File: src/rtl/rgmii_tx_if.sv
// rgmii_tx_if: byte-stream handshake feeding the RGMII transmit framer.
// Signals: txData payload byte, txDataValid/txDataLast qualifiers, txDataReady back-pressure.
interface rgmii_tx_if;
    logic [7:0] txData;
    logic       txDataValid;
    logic       txDataLast;
    logic       txDataReady;

    modport master (
        output txData,
        output txDataValid,
        output txDataLast,
        input  txDataReady
    );

    modport slave (
        input  txData,
        input  txDataValid,
        input  txDataLast,
        output txDataReady
    );
endinterface

File: src/rtl/rgmii_tx.sv
// rgmii_tx: RGMII transmit framer. Wraps a byte stream in preamble/SFD, zero pad,
// optional CRC-32 FCS (macro RGMII_TX_FCS_EN) and an enforced inter-frame gap.
// Ports: txClkIn/rstIn clock and async active-high reset; mmcmLockedIn gates frame start;
// txIf slave byte stream; txData*/txCtrl* rise/fall pairs for external ODDRs;
// txUnderrunOut one-cycle abort pulse; txBusyOut high from frame start to end of IFG.
module rgmii_tx #(
    parameter int PREAMBLE_BYTES  = 7,
    parameter int MIN_FRAME_BYTES = 60,
    parameter int IFG_BYTES       = 12
) (
    input  logic       txClkIn,
    input  logic       rstIn,
    input  logic       mmcmLockedIn,
    rgmii_tx_if.slave  txIf,
    output logic [3:0] txDataRiseOut,
    output logic [3:0] txDataFallOut,
    output logic       txCtrlRiseOut,
    output logic       txCtrlFallOut,
    output logic       txUnderrunOut,
    output logic       txBusyOut
);

`ifdef RGMII_TX_FCS_EN
    typedef enum logic [2:0] {
        IDLE, PREAMBLE, PAYLOAD, PAD, FCS, DROP, IFG
    } state_t;
    localparam state_t TAIL = FCS;
`else
    typedef enum logic [2:0] {
        IDLE, PREAMBLE, PAYLOAD, PAD, DROP, IFG
    } state_t;
    localparam state_t TAIL = IFG;
`endif

    localparam logic [7:0]  PRE_CNT  = 8'(PREAMBLE_BYTES);
    localparam logic [7:0]  IFG_LAST = 8'(IFG_BYTES - 1);
    localparam logic [15:0] MIN_LEN  = 16'(MIN_FRAME_BYTES);

    state_t      state, stateNxt;
    logic [7:0]  cnt, cntNxt;
    logic [15:0] len, lenNxt, lenInc;
    logic [7:0]  dataQ, byteNxt;
    logic        enQ, erQ, underQ, busyQ;
    logic        enNxt, erNxt, underNxt;

    logic inValid;
    logic inLast;

    assign inValid = txIf.txDataValid;
    assign inLast  = txIf.txDataLast;

    // Ready rises once the SFD has been selected, i.e. while it is on the pins.
    assign txIf.txDataReady = (state == PAYLOAD) || (state == DROP);

    assign lenInc = (len == 16'hFFFF) ? len : len + 16'd1;

`ifdef RGMII_TX_FCS_EN
    logic [31:0] crc, crcNxt, fcsWord;

    assign fcsWord = ~crc;

    // Reflected CRC-32, one data bit per iteration, LSB first.
    function automatic logic [31:0] crcStep(input logic [31:0] c, input logic [7:0] d);
        logic [31:0] r;
        r = c;
        for (int i = 0; i < 8; i++) begin
            r = (r[0] ^ d[i]) ? ((r >> 1) ^ 32'hEDB88320) : (r >> 1);
        end
        return r;
    endfunction

    always_ff @(posedge txClkIn or posedge rstIn) begin
        if (rstIn) crc <= '1;
        else       crc <= crcNxt;
    end
`endif

    always_comb begin
        stateNxt = state;
        cntNxt   = cnt;
        lenNxt   = len;
        byteNxt  = 8'h00;
        enNxt    = 1'b0;
        erNxt    = 1'b0;
        underNxt = 1'b0;
`ifdef RGMII_TX_FCS_EN
        crcNxt   = crc;
`endif
        unique case (state)
            IDLE: begin
                if (mmcmLockedIn && inValid) begin
                    stateNxt = PREAMBLE;
                    cntNxt   = '0;
                end
            end
            PREAMBLE: begin
                enNxt = 1'b1;
                if (cnt == PRE_CNT) begin
                    byteNxt  = 8'hD5;
                    stateNxt = PAYLOAD;
                    lenNxt   = '0;
`ifdef RGMII_TX_FCS_EN
                    crcNxt   = '1;
`endif
                end else begin
                    byteNxt = 8'h55;
                    cntNxt  = cnt + 8'd1;
                end
            end
            PAYLOAD: begin
                enNxt = 1'b1;
                if (inValid) begin
                    byteNxt = txIf.txData;
                    lenNxt  = lenInc;
`ifdef RGMII_TX_FCS_EN
                    crcNxt  = crcStep(crc, txIf.txData);
`endif
                    if (inLast) begin
                        stateNxt = (lenInc < MIN_LEN) ? PAD : TAIL;
                        cntNxt   = '0;
                    end
                end else begin
                    // Starved mid-frame: poison the frame with one error symbol.
                    erNxt    = 1'b1;
                    underNxt = 1'b1;
                    stateNxt = DROP;
                end
            end
            PAD: begin
                enNxt  = 1'b1;
                lenNxt = lenInc;
`ifdef RGMII_TX_FCS_EN
                crcNxt = crcStep(crc, 8'h00);
`endif
                if (lenInc >= MIN_LEN) begin
                    stateNxt = TAIL;
                    cntNxt   = '0;
                end
            end
`ifdef RGMII_TX_FCS_EN
            FCS: begin
                enNxt   = 1'b1;
                byteNxt = fcsWord[{cnt[1:0], 3'b000} +: 8];
                if (cnt == 8'd3) begin
                    stateNxt = IFG;
                    cntNxt   = '0;
                end else begin
                    cntNxt = cnt + 8'd1;
                end
            end
`endif
            DROP: begin
                if (inValid && inLast) begin
                    stateNxt = IFG;
                    cntNxt   = '0;
                end
            end
            IFG: begin
                if (cnt == IFG_LAST) begin
                    // Start straight from the last gap cycle so back-to-back
                    // frames see exactly IFG_BYTES idle symbols.
                    stateNxt = (mmcmLockedIn && inValid) ? PREAMBLE : IDLE;
                    cntNxt   = '0;
                end else begin
                    cntNxt = cnt + 8'd1;
                end
            end
            default: stateNxt = IDLE;
        endcase
    end

    always_ff @(posedge txClkIn or posedge rstIn) begin
        if (rstIn) begin
            state  <= IDLE;
            cnt    <= '0;
            len    <= '0;
            dataQ  <= '0;
            enQ    <= 1'b0;
            erQ    <= 1'b0;
            underQ <= 1'b0;
            busyQ  <= 1'b0;
        end else begin
            state  <= stateNxt;
            cnt    <= cntNxt;
            len    <= lenNxt;
            dataQ  <= byteNxt;
            enQ    <= enNxt;
            erQ    <= erNxt;
            underQ <= underNxt;
            busyQ  <= (state != IDLE);
        end
    end

    assign txDataRiseOut = dataQ[3:0];
    assign txDataFallOut = dataQ[7:4];
    assign txCtrlRiseOut = enQ;
    assign txCtrlFallOut = enQ ^ erQ;
    assign txUnderrunOut = underQ;
    assign txBusyOut     = busyQ;

endmodule
File: src/flat_wrapper.sv
// flat-port wrapper written by rule: the top's interface ports become plain ports
module rgmii_tx_flat 
#(
    parameter int PREAMBLE_BYTES  = 7,
    parameter int MIN_FRAME_BYTES = 60,
    parameter int IFG_BYTES       = 12
)
  (txClkIn, rstIn, mmcmLockedIn, txDataRiseOut, txDataFallOut, txCtrlRiseOut, txCtrlFallOut, txUnderrunOut, txBusyOut, txIf_txData, txIf_txDataValid, txIf_txDataLast, txIf_txDataReady);
  rgmii_tx_if txIf_i ();
  input  logic txClkIn;
  input  logic rstIn;
  input  logic mmcmLockedIn;
  output logic [3:0] txDataRiseOut;
  output logic [3:0] txDataFallOut;
  output logic txCtrlRiseOut;
  output logic txCtrlFallOut;
  output logic txUnderrunOut;
  output logic txBusyOut;
  input wire logic [$bits(txIf_i.txData)-1:0] txIf_txData;
  input wire logic [$bits(txIf_i.txDataValid)-1:0] txIf_txDataValid;
  input wire logic [$bits(txIf_i.txDataLast)-1:0] txIf_txDataLast;
  output wire logic [$bits(txIf_i.txDataReady)-1:0] txIf_txDataReady;
  assign txIf_i.txData = txIf_txData;
  assign txIf_i.txDataValid = txIf_txDataValid;
  assign txIf_i.txDataLast = txIf_txDataLast;
  assign txIf_txDataReady = txIf_i.txDataReady;
  rgmii_tx #(.PREAMBLE_BYTES(PREAMBLE_BYTES), .MIN_FRAME_BYTES(MIN_FRAME_BYTES), .IFG_BYTES(IFG_BYTES)) u_core (.txClkIn(txClkIn), .rstIn(rstIn), .mmcmLockedIn(mmcmLockedIn), .txIf(txIf_i), .txDataRiseOut(txDataRiseOut), .txDataFallOut(txDataFallOut), .txCtrlRiseOut(txCtrlRiseOut), .txCtrlFallOut(txCtrlFallOut), .txUnderrunOut(txUnderrunOut), .txBusyOut(txBusyOut));
endmodule
File: config.mk
export PLATFORM = sky130hd
export DESIGN_NAME = rgmii_tx_flat
export DESIGN_NICKNAME = d
export VERILOG_FILES = /design/src/rtl/rgmii_tx_if.sv /design/src/rtl/rgmii_tx.sv /design/src/flat_wrapper.sv
export SDC_FILE = /design/constraint.sdc
export NUM_CORES = 1
export LEC_CHECK = 0
export ABC_AREA = 1
export CORE_ASPECT_RATIO = 1.1
export CORE_MARGIN = 4
export CORE_UTILIZATION = 35
export DETAILED_ROUTE_END_ITERATION = 10
export SYNTH_ARGS = -nofsm -noshare
export SYNTH_HDL_FRONTEND = slang
export SYNTH_SLANG_ARGS = --single-unit
File: constraint.sdc
create_clock -name txClkIn -period 4.4 [get_ports txClkIn]
set_input_delay 1.1 -clock txClkIn [delete_from_list [all_inputs] [get_ports txClkIn]]
set_output_delay 1.1 -clock txClkIn [all_outputs]
set_load 0.03 [all_outputs]
Word-level counts from Yosys, hierarchy flattened
Cells that the tools add are included.
{"block": "word_totals", "reg_bits": 38, "input_bits": 13, "output_inout_bits": 13, "wordCells": 68}
{"block": "op_classes", "n_addsub": 2, "magnitude_cmp": 2, "n_eq_ne": 17, "muxes": 28, "bitwise_logic": 1, "n_reduce_logical": 11}
{"operator": "2-to-1 mux 8 bit", "n": 9}
{"operator": "2-to-1 mux 16 bit", "n": 3}
{"operator": "one-hot mux 16 bit (3 select lines)", "n": 1}
{"operator": "one-hot mux 8 bit (6 select lines)", "n": 1}
{"operator": "2-to-1 mux 3 bit", "n": 8}
{"operator": "one-hot mux 3 bit (6 select lines)", "n": 1}
{"operator": "adder 16 x 1 -> 16 bit (second input constant)", "n": 1}
{"operator": "== test 16 bit (second input constant)", "n": 1}
{"operator": ">= comparator 16 x 6 -> 1 bit (second input constant)", "n": 1}
{"operator": "< comparator 16 x 6 -> 1 bit (second input constant)", "n": 1}
{"operator": "one-hot mux 8 bit (2 select lines)", "n": 1}
{"operator": "adder 8 x 1 -> 8 bit (second input constant)", "n": 1}
{"operator": "== test 8 x 3 -> 1 bit (second input constant)", "n": 1}
{"operator": "== test 8 x 4 -> 1 bit (second input constant)", "n": 1}
{"operator": "inequality test 2 x 1 -> 1 bit (second input constant)", "n": 4}
{"operator": "inequality test 2 bit (second input constant)", "n": 4}
{"operator": "AND reduction 7 bit", "n": 1}
{"operator": "== test 3 x 2 -> 1 bit (second input constant)", "n": 2}
{"operator": "== test 3 bit (second input constant)", "n": 2}
{"operator": "AND reduction 6 bit", "n": 1}
{"operator": "nonzero test 3 bit", "n": 2}
{"operator": "nonzero test 6 bit", "n": 1}
{"operator": "2-to-1 mux 1 bit", "n": 4}
{"operator": "== test 3 x 1 -> 1 bit (second input constant)", "n": 1}
{"operator": "other kinds (7)", "n": 8}

Depth between registers and ports, before layout
{"block": "logic_depth", "ltp_word": 7, "ltp_mapped": 15, "mapped_depth_nobuf": 15}

Least setup slack after synthesis
OpenSTA, ideal clock, no wires.
{"block": "synth_path", "kind": "reg-to-output", "startpoint": "register u_core.state[2]", "endpoint": "output port txIf_txDataReady", "arrival_time_ps": 1232, "t_required_ps": 3300, "path_slack_ps": 2068, "path_stages_with_launch": 4, "n_path_buf": 1, "cell_sequence": "dfrtp_1 -> buf_2 -> nand2_1 -> o21ai_0"}
{"block": "synth_via", "elab_chain_len": 2, "word_cells_on_any_way": 3, "cone_classes": "eq/ne (2); reduce/logical (1)"}
{"item": "start, declared", "line_no": "rgmii_tx.sv:39", "text": "state_t state, stateNxt;"}
{"item": "start signal, assigned", "line_no": "rgmii_tx.sv:183", "text": "state <= stateNxt;"}
{"item": "== test 3 x 2 -> 1 bit / == test 3 bit (equally long branches)", "line_no": "rgmii_tx.sv:53", "text": "assign txIf.txDataReady = (state == PAYLOAD) || (state == DROP);"}
{"item": "logical OR 1 bit *", "line_no": "rgmii_tx.sv:53"}
{"item": "end, declared", "line_no": "flat_wrapper.sv:22", "text": "output wire logic [$bits(txIf_i.txDataReady)-1:0] txIf_txDataReady;"}
Mark *: on every way between the ends. The rest lies on a longest branch, timed or not.

Worst setup path after layout
Same ends and word-level chain as after synthesis.

==> impl_metrics.yaml <==
detailed_routing:
  via_per_inst: 4.87
  drt-wirelength-per-cell_um: 12.3
  first_pass_iters: 4
  drtAntennaViolNets: 0
  drtIter0Drc: 84
  wirelength_um: 5280
  via_count: 2092
  drc: 0
synth:
  syn_nets: 337
  synth_enable_flop_cells: 0
  synth_cell_types: 30
  synthArstFlopShare_pct: 100
  synth-seq-area-share_pct: 41.0
  synth_area_um2: 2320
  synth_seq_cells: 38
  synthFlopType: "dfrtp_1"
  yosysWarnings: 0
  syn_area_per_cell_um2: 7.20
  synthCells: 322
critical_path:
  required_ns: 3.30
  crit_type: "register to output pin"
  reg2reg_depth: 10
  cp_slowest_cell: "clkdlybuf4s50_1"
  worstSetupEndpointType: "output pin"
  crit_buf_inv: 1
  setup.worst_path.start_class: "register"
  cp_num_cells: 4
  critPathArrivalTime_ns: 2.01
  crit_chain: "nor2_1, nand2_1, o21ai_0, clkdlybuf4s50_1"
  rrSetupSlack_ns: 2.07
  cp_max_fo: 9
  max_stage_delay_ns: 0.69
  critPathTopFamily: "buffers and inverters"
sta:
  relSlewSlack_pct: 62.6
  period_minus_slack_ns: 3.11
  drv_slew: 0
  finalHoldViolCount: 0
  fin_setup_tns_ns: 0
  max_freq_ghz: 0.321
  min_period_over_period_pct: 70.7
  finalSetupViolCount: 0
  worstMarginPinSlew_ns: 0.561
  finClkSkew_ns: 0.00524
  rsz0062_at_grt: "false"
final_layout:
  final_layout_size_suffix_gt1_share_pct: 12.0
  nets: 366
  insertedDiodeCount: 0
  areaGrowthSynthToFinish_pct: 17.9
  final_util_pct: 43.4
floorplan:
  pin_count: 26
  rows: 30
  start_util_pct: 36.8
  dieArea_um2: 7990
  core_area_um2: 6310
  die_w_um: 85.6
  die_y_um: 93.4
cts:
  postCtsSetupBuffers: 0
  htreeDepth: 2
  cts_tree: "yes"
  cts_sinks: 38
  clock_latency_ns: 0.29
  clk_pin_slew_ns: 0.07
  cts_root_buffer: "clkbuf_8"
  cts_buffers: 5
  ctsLongestPathBuffers: 2
  cts_resized: 0
  ctsHoldBuffers: 0
run_status:
  status: "finished, final reports clean"
flow_run:
  maxCapViolations: 0
power:
  leakage_nw: 1.33
  ir_drop_mv: 0.241
  pwr_density_cell_nw_per_um2: 452
global_route:
  grt_max_degree: 39
  met3_usage_pct: 3.88
  gr-usage-met1_pct: 17.2
  grt-busiest-layer: "met2"
  grt_pass1_wl_um: 9450
  overflow: 0
  grt_antenna_before_repair: 0
  grt_pass1_vias: 2094
  track_usage_pct: 14.6
  grt_use_met2_pct: 26.4
place:
  hpwl_um: 3910
  port_buffers: 25
  gp_congestion: 0.825
worst_hold_path:
  hold_class: "register to register"
  hold_path_depth: 2
==> sequential cells by signal, indices dropped and copies added (netlist names) <==
signal / flops
u_core.len: 16
u_core.state: 3
u_core.erQ: 1
u_core.dataQ: 8
u_core.cnt: 8
u_core.txBusyOut: 1
u_core.txCtrlRiseOut: 1
==> cell usage in the layout, fill, tap and decap left out, drive strengths merged <==
cell / netlist / routed
a211o: 1 / 1
a21boi: 1 / 1
a21oi: 2 / 2
buf: 3 / 1
clkbuf: 1 / 6
clkdlybuf4s50: 0 / 25
dfrtp: 38 / 38
ha: 2 / 2
inv: 43 / 43
nand2: 109 / 109
nand3: 24 / 24
nand4: 7 / 7
nor2: 39 / 39
nor3: 7 / 7
nor4: 2 / 2
o21ai: 30 / 30
o22ai: 2 / 2
or2: 3 / 3
xor2: 8 / 8
==> routing by layer <==
metal  up-vias  share of wire, %
li1       1076                 -
met1       969                44
met2        42                50
met3         5               4.9
met4         0               1.2
met5         -                 0
==> cell type report <==
cell class                      instances  area [µm²]
Inverter                               43         161
Tap cell                               80         100
Timing Repair Buffer                   26         258
Sequential cell                        38         951
Clock buffer                            6        82.6
Fill cell                             649        3570
Multi-Input combinational cell        237        1180
==> cell usage after synthesis (2+ instances only) <==
master,number,area (µm²)
xor2_1,8,70.1
nand3_2,2,20.0
inv_2,5,18.8
dfrtp_1,38,951
o21ai_0,23,115
o21ai_1,3,15.0
nand2_2,8,50.1
nor2_1,29,109
or2_2,2,12.5
inv_1,38,143
nor2_2,8,50.1
nand2_1,99,372
ha_1,2,25.0
nor3_1,7,35.0
o22ai_1,2,12.5
nor2_4,2,22.5
nand2_4,2,22.5
buf_2,2,10.0
nor4_1,2,12.5
nand3_1,21,105
o21ai_2,4,35.0
nand4_1,7,43.8
==> through the flow <==
step | cell area, µm² | hold slack, ns | instances | total power [mW] | setup slack, ns
3_3_place_gp | 2650 | 0.487 | 424 | 1.01 | 1.45
6_report | 2730 | 0.522 | 430 | 1.24 | 1.29
2_1_floorplan | 2320 | 0.464 | 322 | 0.831 | 2.07
4_1_cts | 2730 | 0.521 | 430 | 1.26 | 1.25
3_5_place_dp | 2650 | 0.500 | 424 | 1.01 | 1.42
5_1_grt | 2730 | 0.540 | 430 | 1.35 | 1.10
==> logic make-up after synthesis <==
kind of cell | Yosys count | share of synthesized area (%)
xor+xnor | 8 | 3.02
compound gates | 36 | 8.96
buf+inv | 47 | 8.04
fa+ha+maj | 2 | 1.08
flops | 38 | 41.0
simple gates | 191 | 37.9
==> worst paths after layout <==
path,from,end
max reg2reg,u_core.cnt[0],u_core.len[11]
min in group asynchronous,rstIn,u_core.len[9]
min,u_core.cnt[4],u_core.cnt[4]
max in group asynchronous,rstIn,u_core.len[15]
max,u_core.state[2],txIf_txDataReady
min reg2reg,u_core.cnt[4],u_core.cnt[4]
==> power by group <==
part	switching (mW)	total [mW]	internal (mW)
Clock	0.120	0.241	0.121
Sequential	0.0481	0.457	0.408
Combinational	0.358	0.540	0.182
Total	0.526	1.24	0.712
==> worst reg2reg max path: cells and delay by family (launching register included) <==
kind	cells	cell delay (ns)
simple gates	7	1.33
buf+inv	1	0.24
fa+ha+maj	1	0.20
compound gates	1	0.09
flops	1	0.40
Note: power is estimated with default switching activity, not from simulation.
